`src/rtl/register_writeback_pkg.sv`:
```
// Shared constants and types for the register writeback scoreboard.
// Unit indices, bus widths, bank encoding and the captured-result record.
package register_writeback_pkg;

   localparam int ADDR_W    = 5;
   localparam int DATA_W    = 32;
   localparam int NUM_UNITS = 4;

   localparam int UNIT_MISC = 0;
   localparam int UNIT_ALU  = 1;
   localparam int UNIT_MEM  = 2;
   localparam int UNIT_FPU  = 3;

   typedef enum logic {
      BANK_INT   = 1'b0,
      BANK_FLOAT = 1'b1
   } bank_e;

   typedef struct packed {
      logic              valid;
      logic              flt;
      logic [ADDR_W-1:0] addr;
      logic [DATA_W-1:0] data;
   } wb_result_t;

   // Int r0 is hardwired to zero: never pending, never written.
   function automatic logic is_int_zero(input logic flt, input logic [ADDR_W-1:0] addr);
      return (bank_e'(flt) == BANK_INT) && (addr == '0);
   endfunction

endpackage

```
`src/rtl/register_writeback_if.sv`:
```
// Issue, result and write-port bundle of the register writeback block.
// master = decoder/execution units side, slave = register_writeback.
interface register_writeback_if;
   import register_writeback_pkg::*;

   logic              issue_valid;
   logic [ADDR_W-1:0] issue_addr;
   logic              issue_float;
   logic [ADDR_W-1:0] rs_addr;
   logic [ADDR_W-1:0] rt_addr;
   logic              rs_float;
   logic              rt_float;
   logic              issue_accept;
   logic              stall;
   logic              rs_pending;
   logic              rt_pending;

   logic              result_valid_misc, result_valid_alu, result_valid_mem, result_valid_fpu;
   logic [ADDR_W-1:0] result_addr_misc,  result_addr_alu,  result_addr_mem,  result_addr_fpu;
   logic [DATA_W-1:0] result_data_misc,  result_data_alu,  result_data_mem,  result_data_fpu;
   logic              result_float_misc, result_float_alu, result_float_mem, result_float_fpu;

   logic              write_enable_misc, write_enable_alu, write_enable_mem, write_enable_fpu;
   logic [ADDR_W-1:0] write_addr_misc,   write_addr_alu,   write_addr_mem,   write_addr_fpu;
   logic [DATA_W-1:0] write_data_misc,   write_data_alu,   write_data_mem,   write_data_fpu;
   logic              write_float_misc,  write_float_alu,  write_float_mem,  write_float_fpu;

   logic              result_unexpected;

   modport master (
      output issue_valid, issue_addr, issue_float, rs_addr, rt_addr, rs_float, rt_float,
      output result_valid_misc, result_valid_alu, result_valid_mem, result_valid_fpu,
      output result_addr_misc, result_addr_alu, result_addr_mem, result_addr_fpu,
      output result_data_misc, result_data_alu, result_data_mem, result_data_fpu,
      output result_float_misc, result_float_alu, result_float_mem, result_float_fpu,
      input  issue_accept, stall, rs_pending, rt_pending, result_unexpected,
      input  write_enable_misc, write_enable_alu, write_enable_mem, write_enable_fpu,
      input  write_addr_misc, write_addr_alu, write_addr_mem, write_addr_fpu,
      input  write_data_misc, write_data_alu, write_data_mem, write_data_fpu,
      input  write_float_misc, write_float_alu, write_float_mem, write_float_fpu
   );

   modport slave (
      input  issue_valid, issue_addr, issue_float, rs_addr, rt_addr, rs_float, rt_float,
      input  result_valid_misc, result_valid_alu, result_valid_mem, result_valid_fpu,
      input  result_addr_misc, result_addr_alu, result_addr_mem, result_addr_fpu,
      input  result_data_misc, result_data_alu, result_data_mem, result_data_fpu,
      input  result_float_misc, result_float_alu, result_float_mem, result_float_fpu,
      output issue_accept, stall, rs_pending, rt_pending, result_unexpected,
      output write_enable_misc, write_enable_alu, write_enable_mem, write_enable_fpu,
      output write_addr_misc, write_addr_alu, write_addr_mem, write_addr_fpu,
      output write_data_misc, write_data_alu, write_data_mem, write_data_fpu,
      output write_float_misc, write_float_alu, write_float_mem, write_float_fpu
   );

endinterface

```
`src/rtl/register_writeback_port.sv`:
```
// writeback_port: one execution unit's result capture register, giving a
// one-cycle registered write port towards register_manager.
module writeback_port
   import register_writeback_pkg::*;
(
   input  logic       clk,
   input  logic       reset,
   input  wb_result_t res_in,
   output wb_result_t wr_out
);

   // Fields hold their last captured value; only valid pulses per result.
   always_ff @(posedge clk or posedge reset) begin
      if (reset) begin
         wr_out <= '0;
      end else begin
         wr_out.valid <= res_in.valid && !is_int_zero(res_in.flt, res_in.addr);
         if (res_in.valid) begin
            wr_out.flt  <= res_in.flt;
            wr_out.addr <= res_in.addr;
            wr_out.data <= res_in.data;
         end
      end
   end

endmodule

```
`src/rtl/register_writeback.sv`:
```
// register_writeback: pending-register scoreboard with RAW/WAW stall and four
// registered write ports. Optional macro WB_FORWARD_EN enables same-cycle bypass.
module register_writeback
   import register_writeback_pkg::*;
#(
   parameter int NUM_REGS = 32
) (
   input  logic                 clk,
   input  logic                 reset,
   register_writeback_if.slave  bus
);

   wb_result_t [NUM_UNITS-1:0] res;
   wb_result_t [NUM_UNITS-1:0] wr;

   logic [NUM_REGS-1:0] pend_int, pend_flt;
   logic [NUM_REGS-1:0] hit_int, hit_flt;
   logic [NUM_REGS-1:0] set_int, set_flt;
   logic [NUM_REGS-1:0] eff_int, eff_flt;
   logic                rs_pend, rt_pend, dst_pend;
   logic                stall_now, accept_now, unexp_now, unexpected;

   function automatic logic lookup(input logic [NUM_REGS-1:0] bits_int,
                                   input logic [NUM_REGS-1:0] bits_flt,
                                   input logic flt, input logic [ADDR_W-1:0] addr);
      logic hit;
      hit = 1'b0;
      for (int i = 0; i < NUM_REGS; i++)
         if (addr == ADDR_W'(i)) hit = flt ? bits_flt[i] : bits_int[i];
      return hit && !is_int_zero(flt, addr);
   endfunction

   assign res[UNIT_MISC] = '{bus.result_valid_misc, bus.result_float_misc, bus.result_addr_misc, bus.result_data_misc};
   assign res[UNIT_ALU]  = '{bus.result_valid_alu,  bus.result_float_alu,  bus.result_addr_alu,  bus.result_data_alu};
   assign res[UNIT_MEM]  = '{bus.result_valid_mem,  bus.result_float_mem,  bus.result_addr_mem,  bus.result_data_mem};
   assign res[UNIT_FPU]  = '{bus.result_valid_fpu,  bus.result_float_fpu,  bus.result_addr_fpu,  bus.result_data_fpu};

   for (genvar u = 0; u < NUM_UNITS; u++) begin : g_port
      writeback_port u_port (.clk(clk), .reset(reset), .res_in(res[u]), .wr_out(wr[u]));
   end

   // Registers targeted by any result this cycle; they clear at the capturing edge.
   always_comb begin
      hit_int = '0;
      hit_flt = '0;
      for (int u = 0; u < NUM_UNITS; u++)
         for (int i = 0; i < NUM_REGS; i++)
            if (res[u].valid && res[u].addr == ADDR_W'(i)) begin
               if (res[u].flt) hit_flt[i] = 1'b1;
               else            hit_int[i] = 1'b1;
            end
   end

`ifdef WB_FORWARD_EN
   assign eff_int = pend_int & ~hit_int;
   assign eff_flt = pend_flt & ~hit_flt;
`else
   assign eff_int = pend_int;
   assign eff_flt = pend_flt;
`endif

   assign rs_pend    = lookup(eff_int, eff_flt, bus.rs_float, bus.rs_addr);
   assign rt_pend    = lookup(eff_int, eff_flt, bus.rt_float, bus.rt_addr);
   assign dst_pend   = lookup(eff_int, eff_flt, bus.issue_float, bus.issue_addr);
   assign stall_now  = bus.issue_valid && (rs_pend || rt_pend || dst_pend);
   assign accept_now = bus.issue_valid && !stall_now;

   always_comb begin
      set_int = '0;
      set_flt = '0;
      for (int i = 0; i < NUM_REGS; i++)
         if (accept_now && bus.issue_addr == ADDR_W'(i) && !is_int_zero(bus.issue_float, bus.issue_addr)) begin
            if (bus.issue_float) set_flt[i] = 1'b1;
            else                 set_int[i] = 1'b1;
         end
   end

   // A result is unexpected if its register was idle or another unit hit it too.
   always_comb begin
      unexp_now = 1'b0;
      for (int u = 0; u < NUM_UNITS; u++)
         if (res[u].valid && !is_int_zero(res[u].flt, res[u].addr)) begin
            if (!lookup(pend_int, pend_flt, res[u].flt, res[u].addr)) unexp_now = 1'b1;
            for (int v = 0; v < u; v++)
               if (res[v].valid && res[v].flt == res[u].flt && res[v].addr == res[u].addr)
                  unexp_now = 1'b1;
         end
   end

   // New issue wins over a same-cycle result so the register stays pending.
   always_ff @(posedge clk or posedge reset) begin
      if (reset) begin
         pend_int   <= '0;
         pend_flt   <= '0;
         unexpected <= 1'b0;
      end else begin
         pend_int <= (pend_int & ~hit_int) | set_int;
         pend_flt <= (pend_flt & ~hit_flt) | set_flt;
         if (unexp_now) unexpected <= 1'b1;
      end
   end

   assign bus.stall             = stall_now;
   assign bus.issue_accept      = accept_now;
   assign bus.rs_pending        = rs_pend;
   assign bus.rt_pending        = rt_pend;
   assign bus.result_unexpected = unexpected;

   assign bus.write_enable_misc = wr[UNIT_MISC].valid;
   assign bus.write_addr_misc   = wr[UNIT_MISC].addr;
   assign bus.write_data_misc   = wr[UNIT_MISC].data;
   assign bus.write_float_misc  = wr[UNIT_MISC].flt;
   assign bus.write_enable_alu  = wr[UNIT_ALU].valid;
   assign bus.write_addr_alu    = wr[UNIT_ALU].addr;
   assign bus.write_data_alu    = wr[UNIT_ALU].data;
   assign bus.write_float_alu   = wr[UNIT_ALU].flt;
   assign bus.write_enable_mem  = wr[UNIT_MEM].valid;
   assign bus.write_addr_mem    = wr[UNIT_MEM].addr;
   assign bus.write_data_mem    = wr[UNIT_MEM].data;
   assign bus.write_float_mem   = wr[UNIT_MEM].flt;
   assign bus.write_enable_fpu  = wr[UNIT_FPU].valid;
   assign bus.write_addr_fpu    = wr[UNIT_FPU].addr;
   assign bus.write_data_fpu    = wr[UNIT_FPU].data;
   assign bus.write_float_fpu   = wr[UNIT_FPU].flt;

endmodule

```
`src/flat_wrapper.sv`:
```
// flat-port wrapper written by rule: the top's interface ports become plain ports
module register_writeback_flat import register_writeback_pkg::*;
#(
   parameter int NUM_REGS = 32
)
  (clk, reset, bus_issue_valid, bus_issue_addr, bus_issue_float, bus_rs_addr, bus_rt_addr, bus_rs_float, bus_rt_float, bus_result_valid_misc, bus_result_valid_alu, bus_result_valid_mem, bus_result_valid_fpu, bus_result_addr_misc, bus_result_addr_alu, bus_result_addr_mem, bus_result_addr_fpu, bus_result_data_misc, bus_result_data_alu, bus_result_data_mem, bus_result_data_fpu, bus_result_float_misc, bus_result_float_alu, bus_result_float_mem, bus_result_float_fpu, bus_issue_accept, bus_stall, bus_rs_pending, bus_rt_pending, bus_result_unexpected, bus_write_enable_misc, bus_write_enable_alu, bus_write_enable_mem, bus_write_enable_fpu, bus_write_addr_misc, bus_write_addr_alu, bus_write_addr_mem, bus_write_addr_fpu, bus_write_data_misc, bus_write_data_alu, bus_write_data_mem, bus_write_data_fpu, bus_write_float_misc, bus_write_float_alu, bus_write_float_mem, bus_write_float_fpu);
  register_writeback_if bus_i ();
  input  logic clk;
  input  logic reset;
  input wire logic [$bits(bus_i.issue_valid)-1:0] bus_issue_valid;
  input wire logic [$bits(bus_i.issue_addr)-1:0] bus_issue_addr;
  input wire logic [$bits(bus_i.issue_float)-1:0] bus_issue_float;
  input wire logic [$bits(bus_i.rs_addr)-1:0] bus_rs_addr;
  input wire logic [$bits(bus_i.rt_addr)-1:0] bus_rt_addr;
  input wire logic [$bits(bus_i.rs_float)-1:0] bus_rs_float;
  input wire logic [$bits(bus_i.rt_float)-1:0] bus_rt_float;
  input wire logic [$bits(bus_i.result_valid_misc)-1:0] bus_result_valid_misc;
  input wire logic [$bits(bus_i.result_valid_alu)-1:0] bus_result_valid_alu;
  input wire logic [$bits(bus_i.result_valid_mem)-1:0] bus_result_valid_mem;
  input wire logic [$bits(bus_i.result_valid_fpu)-1:0] bus_result_valid_fpu;
  input wire logic [$bits(bus_i.result_addr_misc)-1:0] bus_result_addr_misc;
  input wire logic [$bits(bus_i.result_addr_alu)-1:0] bus_result_addr_alu;
  input wire logic [$bits(bus_i.result_addr_mem)-1:0] bus_result_addr_mem;
  input wire logic [$bits(bus_i.result_addr_fpu)-1:0] bus_result_addr_fpu;
  input wire logic [$bits(bus_i.result_data_misc)-1:0] bus_result_data_misc;
  input wire logic [$bits(bus_i.result_data_alu)-1:0] bus_result_data_alu;
  input wire logic [$bits(bus_i.result_data_mem)-1:0] bus_result_data_mem;
  input wire logic [$bits(bus_i.result_data_fpu)-1:0] bus_result_data_fpu;
  input wire logic [$bits(bus_i.result_float_misc)-1:0] bus_result_float_misc;
  input wire logic [$bits(bus_i.result_float_alu)-1:0] bus_result_float_alu;
  input wire logic [$bits(bus_i.result_float_mem)-1:0] bus_result_float_mem;
  input wire logic [$bits(bus_i.result_float_fpu)-1:0] bus_result_float_fpu;
  output wire logic [$bits(bus_i.issue_accept)-1:0] bus_issue_accept;
  output wire logic [$bits(bus_i.stall)-1:0] bus_stall;
  output wire logic [$bits(bus_i.rs_pending)-1:0] bus_rs_pending;
  output wire logic [$bits(bus_i.rt_pending)-1:0] bus_rt_pending;
  output wire logic [$bits(bus_i.result_unexpected)-1:0] bus_result_unexpected;
  output wire logic [$bits(bus_i.write_enable_misc)-1:0] bus_write_enable_misc;
  output wire logic [$bits(bus_i.write_enable_alu)-1:0] bus_write_enable_alu;
  output wire logic [$bits(bus_i.write_enable_mem)-1:0] bus_write_enable_mem;
  output wire logic [$bits(bus_i.write_enable_fpu)-1:0] bus_write_enable_fpu;
  output wire logic [$bits(bus_i.write_addr_misc)-1:0] bus_write_addr_misc;
  output wire logic [$bits(bus_i.write_addr_alu)-1:0] bus_write_addr_alu;
  output wire logic [$bits(bus_i.write_addr_mem)-1:0] bus_write_addr_mem;
  output wire logic [$bits(bus_i.write_addr_fpu)-1:0] bus_write_addr_fpu;
  output wire logic [$bits(bus_i.write_data_misc)-1:0] bus_write_data_misc;
  output wire logic [$bits(bus_i.write_data_alu)-1:0] bus_write_data_alu;
  output wire logic [$bits(bus_i.write_data_mem)-1:0] bus_write_data_mem;
  output wire logic [$bits(bus_i.write_data_fpu)-1:0] bus_write_data_fpu;
  output wire logic [$bits(bus_i.write_float_misc)-1:0] bus_write_float_misc;
  output wire logic [$bits(bus_i.write_float_alu)-1:0] bus_write_float_alu;
  output wire logic [$bits(bus_i.write_float_mem)-1:0] bus_write_float_mem;
  output wire logic [$bits(bus_i.write_float_fpu)-1:0] bus_write_float_fpu;
  assign bus_i.issue_valid = bus_issue_valid;
  assign bus_i.issue_addr = bus_issue_addr;
  assign bus_i.issue_float = bus_issue_float;
  assign bus_i.rs_addr = bus_rs_addr;
  assign bus_i.rt_addr = bus_rt_addr;
  assign bus_i.rs_float = bus_rs_float;
  assign bus_i.rt_float = bus_rt_float;
  assign bus_i.result_valid_misc = bus_result_valid_misc;
  assign bus_i.result_valid_alu = bus_result_valid_alu;
  assign bus_i.result_valid_mem = bus_result_valid_mem;
  assign bus_i.result_valid_fpu = bus_result_valid_fpu;
  assign bus_i.result_addr_misc = bus_result_addr_misc;
  assign bus_i.result_addr_alu = bus_result_addr_alu;
  assign bus_i.result_addr_mem = bus_result_addr_mem;
  assign bus_i.result_addr_fpu = bus_result_addr_fpu;
  assign bus_i.result_data_misc = bus_result_data_misc;
  assign bus_i.result_data_alu = bus_result_data_alu;
  assign bus_i.result_data_mem = bus_result_data_mem;
  assign bus_i.result_data_fpu = bus_result_data_fpu;
  assign bus_i.result_float_misc = bus_result_float_misc;
  assign bus_i.result_float_alu = bus_result_float_alu;
  assign bus_i.result_float_mem = bus_result_float_mem;
  assign bus_i.result_float_fpu = bus_result_float_fpu;
  assign bus_issue_accept = bus_i.issue_accept;
  assign bus_stall = bus_i.stall;
  assign bus_rs_pending = bus_i.rs_pending;
  assign bus_rt_pending = bus_i.rt_pending;
  assign bus_result_unexpected = bus_i.result_unexpected;
  assign bus_write_enable_misc = bus_i.write_enable_misc;
  assign bus_write_enable_alu = bus_i.write_enable_alu;
  assign bus_write_enable_mem = bus_i.write_enable_mem;
  assign bus_write_enable_fpu = bus_i.write_enable_fpu;
  assign bus_write_addr_misc = bus_i.write_addr_misc;
  assign bus_write_addr_alu = bus_i.write_addr_alu;
  assign bus_write_addr_mem = bus_i.write_addr_mem;
  assign bus_write_addr_fpu = bus_i.write_addr_fpu;
  assign bus_write_data_misc = bus_i.write_data_misc;
  assign bus_write_data_alu = bus_i.write_data_alu;
  assign bus_write_data_mem = bus_i.write_data_mem;
  assign bus_write_data_fpu = bus_i.write_data_fpu;
  assign bus_write_float_misc = bus_i.write_float_misc;
  assign bus_write_float_alu = bus_i.write_float_alu;
  assign bus_write_float_mem = bus_i.write_float_mem;
  assign bus_write_float_fpu = bus_i.write_float_fpu;
  register_writeback #(.NUM_REGS(NUM_REGS)) u_core (.clk(clk), .reset(reset), .bus(bus_i));
endmodule
```
`config.mk`:
```
export PLATFORM = sky130hd
export DESIGN_NAME = register_writeback_flat
export DESIGN_NICKNAME = d
export VERILOG_FILES = /design/src/rtl/register_writeback_pkg.sv /design/src/rtl/register_writeback_if.sv /design/src/rtl/register_writeback_port.sv /design/src/rtl/register_writeback.sv /design/src/flat_wrapper.sv
export SDC_FILE = /design/constraint.sdc
export NUM_CORES = 1
export LEC_CHECK = 0
export CORE_MARGIN = 2
export CORE_UTILIZATION = 35
export DETAILED_ROUTE_END_ITERATION = 12
export PLACE_DENSITY_LB_ADDON = 0.3
export SYNTH_ARGS = -nofsm -noshare
export SYNTH_HDL_FRONTEND = slang
export SYNTH_SLANG_ARGS = --single-unit
export TNS_END_PERCENT = 30
```
`constraint.sdc`:
```
create_clock -name clk -period 9.6 [get_ports clk]
set_clock_uncertainty 0.2 [all_clocks]
set_input_delay 0.96 -clock clk [delete_from_list [all_inputs] [get_ports clk]]
set_output_delay 0.96 -clock clk [all_outputs]
set_load 0.02 [all_outputs]
```
==> results of run 1 <==
## power groups by stage
| stage | Sequential (W) | Combinational, W | Clock (W) |
|---|---|---|---|
| finish | 0.00127 | 0.000949 | 0.00105 |
| global route | 0.00127 | 0.000996 | 0.00112 |
| CTS | 0.00125 | 0.000934 | 0.00108 |
| detailed placement | 0.00126 | 0.000930 | 0 |
| global placement | 0.00126 | 0.000923 | 0 |
| floorplan | 0.00120 | 0.000494 | 0 |
## kinds of logic (layout without fill, tap and decap cells)
| family | count (synthesis) | in the layout | share of synthesized area [%] |
|---|---|---|---|
| flops | 221 | 221 | 32.8 |
| xor+xnor | 36 | 36 | 1.87 |
| buf+inv | 200 | 449 | 5.56 |
| mux | 342 | 342 | 24.0 |
| compound gates | 400 | 400 | 19.2 |
| simple gates | 530 | 530 | 16.5 |
## through the flow
| step | util, % | hold WS, ps | instance area (sq um) |
|---|---|---|---|
| 6_report | 44.8 | 303 | 21400 |
| 5_1_grt | 44.8 | 317 | 21400 |
| 4_1_cts | 44.8 | 308 | 21400 |
| 3_5_place_dp | 42.9 | 294 | 20400 |
| 3_3_place_gp | 42.9 | 290 | 20400 |
| 2_1_floorplan | - | 359 | 16800 |
## metal layers
metal	track usage [%]	wire (um)	share of wire (%)
met5	0	0	0
met4	18.0	5690	7.0
met2	49.1	35700	44
met1	37.7	29400	36
met3	10.6	10100	12
## registers in the layout, indices dropped and copies added (netlist names)
signal	flops
u_core.bus.result_unexpected	1
u_core.eff_int	32
u_core.g_port.u_port.wr_out	156
u_core.eff_flt	32
## worst max path at each step
| stage | start | to | slack, ps |
|---|---|---|---|
| finish | bus_issue_addr[0] | bus_stall | 3280 |
| global route | bus_issue_addr[0] | bus_stall | 3110 |
| CTS | bus_issue_addr[0] | bus_stall | 3320 |
| detailed placement | bus_issue_addr[0] | bus_stall | 3350 |
| global placement | bus_issue_addr[0] | bus_stall | 3350 |
| floorplan | reset | u_core.bus.result_unexpected | 2390 |
## worst max-delay path, delay by kind of cell
| family | cells | cell delay [ps] |
|---|---|---|
| buf+inv | 4 | 2720 |
| compound gates | 5 | 1330 |
| simple gates | 1 | 140 |
## layout make-up
cell class	count	share of cell area [%]
Sequential cell	221	25.9
Multi-Input combinational cell	1308	48.8
Tap cell	615	3.60
Timing Repair Buffer	378	17.0
Clock buffer	34	3.28
Clock inverter	14	0.996
Inverter	23	0.439
## cells in the final DEF, fill, tap and decap left out, drive strengths merged, types with 12 or more instances in the layout
master / synthesis / layout
clkdlybuf4s50: 0 / 326
dfrtp: 221 / 221
mux2: 193 / 193
mux2i: 119 / 119
nand2: 108 / 108
nand3: 82 / 82
nor2: 78 / 78
or3: 68 / 68
o31ai: 67 / 67
a22oi: 65 / 65
o21ai: 54 / 54
buf: 75 / 52
a21oi: 38 / 38
nor2b: 37 / 37
nor3: 34 / 34
clkbuf: 102 / 34
mux4: 30 / 30
a32oi: 30 / 30
nand4: 26 / 26
inv: 23 / 25
o2111ai: 21 / 21
xor2: 18 / 18
xnor2: 18 / 18
a211oi: 18 / 18
nand2b: 16 / 16
nor4: 15 / 15
a221oi: 14 / 14
nor3b: 14 / 14
and3: 12 / 12
==> impl_results.md, run 1 <==
- Min Tclk post-route: 6320 ps
- Pre-Repair DR Iteration Count: 8
- Initial antenna violation count: 0
- Setup CP Type: in2out
- Avg WL per Cell: 31.2 um
- Core area: 47600 sq um
- Worst ir drop on vdd: ~0.13 mV
- Post-Synthesis Cells: 1729
- Pin count of the biggest net entering global routing: 83
- Worst Hold Endpoint: u_core.g_port[2].u_port.wr_out[33]
- Placed insts: between 2000 and 3000
- Synth Flop Type: dfrtp_1
- Die area: 49900 sq um
- H-tree depth reported by CTS: 1
- Area of the multi-input gates: 10400 sq um
- EDFF count, synth: 0
- Share of layout cells above drive strength 1: 19.5%
- Post-Layout Cell Count: 2593
- Fin nets: 2135
- DRT Wirelength: 80.8 mm
- Crit Reg-Reg Endpoint: u_core.eff_int[31]
- Share of the synthesized area in the top cell type: 32.8%
- Gr ovfl total: 0
- Synth area leader: dfrtp_1
- CP Capture Type: primary output
- CTS tree: yes
- Vias in the first global route: 16800
- Crit-path most repeated cell: clkdlybuf4s50_1
- Clock slew at reported path FFs: approximately 60 ps
- Switching Fraction: 36.5%
- Min-delay src: u_core.g_port[2].u_port.wr_out[33]
- I/O pin count: 338
- Critical Path, Cell by Cell: clkdlybuf4s50_1 -> inv_1 -> a2111oi_0 -> a211oi_2 -> o221ai_1 -> o2111ai_1 -> nor2_4 -> buf_4 -> o31a_1 -> clkdlybuf4s50_1
- #FFs+latches synth: 221
- Final estimated routing congestion in global placement: 1.04
- Worst-path maximum fanout: 65
- Async SR Flop Fraction: 100%
- Pre-CTS WS: about 3400 ps
- Peak Freq: 158 MHz
- Number of post-CTS setup repair buffers: 0
- Hold-fix buffers at CTS: 0
- Initial core utilization: 35.4%
- Antenna cell count: 0
- Synthesized cell area: 16800 sq um
- Internal power: about 0.0021 W
- Root Buffer: clkbuf_16
- Setup WS post-layout: 3280 ps
- Die Span Y: 223 um
- Reg area: about 5500 sq um
- Max-Cap Viols: 0
- Skew-Pair Late Insertion Delay: 580 ps
- Dpl hpwl: approximately 54 mm
- Final ANT Viol Nets: 0
- Top cells by count, synth: dfrtp_1, mux2_2, mux2i_1
- Leakage: 8.03 nW
- Final hold vios: 0
- Psw: 0.00120 W
- First-pass GRT wire length: ~120 mm
- Worst EP arrival: 5160 ps
- Fillers: 4579
- Period utilization: between 60 and 70%
- Count of different cell masters after synthesis: between 70 and 80
- RSZ-0062 raised after global routing: false
- Clock Path Buffers: 3
- Gr usage total: a little under a third
- Hold Path Class: reg2reg
- Max-Slew Margin vs Limit: 9.00%
- Dominant cell by count in the synthesized netlist: dfrtp_1
- Row count: 80
- Violation count after the first detailed-route iteration: 2190
- DRC viols: 0
- Hold path cells: 1
- # port buffers: about 340
- R2R Setup Slk: roughly 5700 ps
- CP required: 8440 ps
- Yosys Warn Count: 0
- Routed vias: 17000
- Status: complete, no violations
- Dominant cells by area after synthesis: dfrtp_1, mux2_2, mux2i_1
- Setup TNS: 0 ps
- DIE WIDTH: 223 um
- CTS Sinks: between 200 and 250
- Synth Area per Inst: 9.74 sq um
- Reg-to-Reg Start: u_core.eff_int[23]
- Critical-path top delay cell: clkdlybuf4s50_1
- Setup crit start kind: input port
- Synthesized Nets: 1906
- Fin. max-slew vios: 0
- Pwr Density: 154 nW/um^2
- Post-DR vias/cell: 6.54
- Clock power frac: around a third
- P&R area growth vs syn: 26.8%
- Slowest stage delay, CP: 1100 ps
- Cts bufs inserted: 26
- Worst slew pin tran: around 1400 ps
- # resized after CTS: 0
- Final setup violation count: 0
- Overall power: 0.00328 W
- Gate power share: 29.0%
- Register-to-Register Path Depth: 7
- Sequential fraction of the synthesis area: between 30% and 40%
- Flop pwr share: 38.9%
(Power assumes the default switching activity.)
==> inputs of run 2 (changes only) <==
==> constraint.sdc (replaced) <==
create_clock -name clk -period 5.4 [get_ports clk]
set_clock_uncertainty 0.2 [all_clocks]
set_input_delay 0.54 -clock clk [delete_from_list [all_inputs] [get_ports clk]]
set_output_delay 0.54 -clock clk [all_outputs]
set_load 0.02 [all_outputs]
==> run 2 against run 1 <==
Against the previous run: the run now ends with design-rule violations left; final cell count up 0.85%; sequential power up 75%; non-clock buffer count up 22; combinational power up 88%; first-iteration DRC count up 8.4%; register-to-register slack worse by 4200 ps.
==> impl_results.md, run 2 (synthesized netlist as in run 1, its figures left out) <==
- Gr usage total: around a third
- Status: finished, violations left
- Fin. max-slew vios: 0
- I/O pin count: between 300 and 400
- Min Tclk post-route: 4650 ps
- Dpl hpwl: roughly 56 mm
- Share of layout cells above drive strength 1: around 20%
- Most frequent cells in the layout: clkdlybuf4s50_1, dfrtp_1, mux2_2
- Clock slew at reported path FFs: 60 ps
- Min-delay src: bus_result_valid_misc
- Hold Path Class: in2reg
- DRT Wirelength: 82.0 mm
- Root Buffer: clkbuf_16
- Vias in the first global route: 17100
- Skew-Pair Late Insertion Delay: 580 ps
- Peak Freq: 215 MHz
- Initial antenna violation count: 4
- Cts bufs inserted: 27
- Slowest stage delay, CP: 880 ps
- Gr ovfl total: 0
- DRC viols: 1
- Critical-path top delay cell: dfrtp_1
- Reg-to-Reg Start: u_core.eff_int[22]
- Setup WS post-layout: 746 ps
- Leakage: 8.16 nW
- Pre-Repair DR Iteration Count: 12
- Top reg by flops: u_core.g_port.u_port.wr_out
- Fin nets: roughly 2200
- Final hold vios: 0
- CP required: 4660 ps
- Row count: 80
- # port buffers: 337
- Avg WL per Cell: between 30 and 40 um
- Worst Hold Endpoint: u_core.g_port[0].u_port.wr_out[38]
- Number of flip-flops in the largest register: 156
- # resized after CTS: 0
- Post-DR vias/cell: 6.53
- Pwr Density: 275 nW/um^2
- Setup crit start kind: flop
- Violated checks: design-rule violations
- Buffers and inverters on the worst path: 1
- P&R area growth vs syn: 28.0%
- CTS tree: yes
- CTS Sinks: 221
- Worst ir drop on vdd: 0.241 mV
- CP Capture Type: primary output
- First-pass GRT wire length: around 120 mm
- Max-Slew Margin vs Limit: between 8 and 9%
- Critical Path, Cell by Cell: nor2b_1 -> a211oi_1 -> or4b_1 -> o211a_1 -> nor4_1 -> a21o_1 -> o31a_1 -> clkdlybuf4s50_1
- Final setup violation count: 0
- Setup TNS: 0 ps
- Die Span Y: between 200 and 250 um
- Most common cell after layout, fill and taps aside: clkdlybuf4s50_1
- DIE WIDTH: 223 um
- Core area: 47600 sq um
- WHS: 109 ps
- Period utilization: 86.2%
- Initial core utilization: a little over a third
- Hold path cells: 2
- Number of post-CTS setup repair buffers: 0
- Fillers: 4542
- Setup CP Type: reg2out
- Final ANT Viol Nets: 0
- Reg area: approximately 5500 sq um
- H-tree depth reported by CTS: 1
- Die area: 49900 sq um
- Max-Cap Viols: 0
- Area of the multi-input gates: roughly 10000 sq um
- Routed vias: approximately 17000
- Crit Reg-Reg Endpoint: u_core.eff_int[23]
- RSZ-0062 raised after global routing: false
- Violation count after the first detailed-route iteration: 2375
- Worst slew pin tran: 1360 ps
- R2R Setup Slk: ~1600 ps
- Top delay family on crit path: simple AND/OR/NAND/NOR gates
- Worst EP arrival: 3910 ps
- Hold-fix buffers at CTS: 0
- Antenna cell count: 0
- Worst-path maximum fanout: 8
- Clock Path Buffers: 3
- Pin count of the biggest net entering global routing: between 100 and 150
- Final estimated routing congestion in global placement: between 1 and 1.5
- Register-to-Register Path Depth: 8
- Pre-CTS WS: 786 ps
[run 2: cell count changes in the layout (fill, tap and decap cells not counted), sizes merged]
cell / change
buf: +22
clkbuf: +4
clkinv: -3
inv: -1
[run 2: report_power, final]
part	internal, W	total [W]	switching (W)
logic	0.000773	0.00178	0.00100
clock network	0.00117	0.00194	0.000766
registers	0.00183	0.00222	0.000391
total	0.00378	0.00593	0.00216
[run 2: metal layers]
metal	track usage, %	wire (um)	part of all wire [%]
met1	39.2	30300	37
met2	47.8	34700	42
met3	12.8	11200	14
met4	18.1	5710	7.0
met5	0.782	69	0.084
[run 2: stage by stage]
step | area, sq um | power, W | util (%) | std cells
2_1_floorplan | 16800 | 0.00302 | - | 1729
3_3_place_gp | 20600 | 0.00392 | 43.3 | 2567
3_5_place_dp | 20600 | 0.00393 | 43.3 | 2567
4_1_cts | 21600 | 0.00588 | 45.3 | 2615
5_1_grt | 21600 | 0.00610 | 45.3 | 2615
6_report | 21600 | 0.00593 | 45.3 | 2615
[run 2: cell type report]
class	instances	area share, %
multi-input combinational	1308	48.3
sequential	221	25.6
timing repair buffer	400	17.8
tap	615	3.57
clock buffer	38	3.51
clock inverter	10	0.801
inverter	23	0.418
[run 2: worst max path at each step]
stage	depth (start not counted)	slack (ps)	endpoint	startpoint
after CTS	9	760	bus_issue_accept	bus_rs_addr[1]
after global routing	9	580	bus_issue_accept	bus_rs_addr[1]
after detailed placement	9	790	bus_issue_accept	bus_rs_addr[1]
after floorplan	9	1750	bus_issue_accept	bus_issue_float
final	8	750	bus_stall	u_core.eff_int[22]
after global placement	9	740	bus_issue_accept	bus_rs_addr[1]
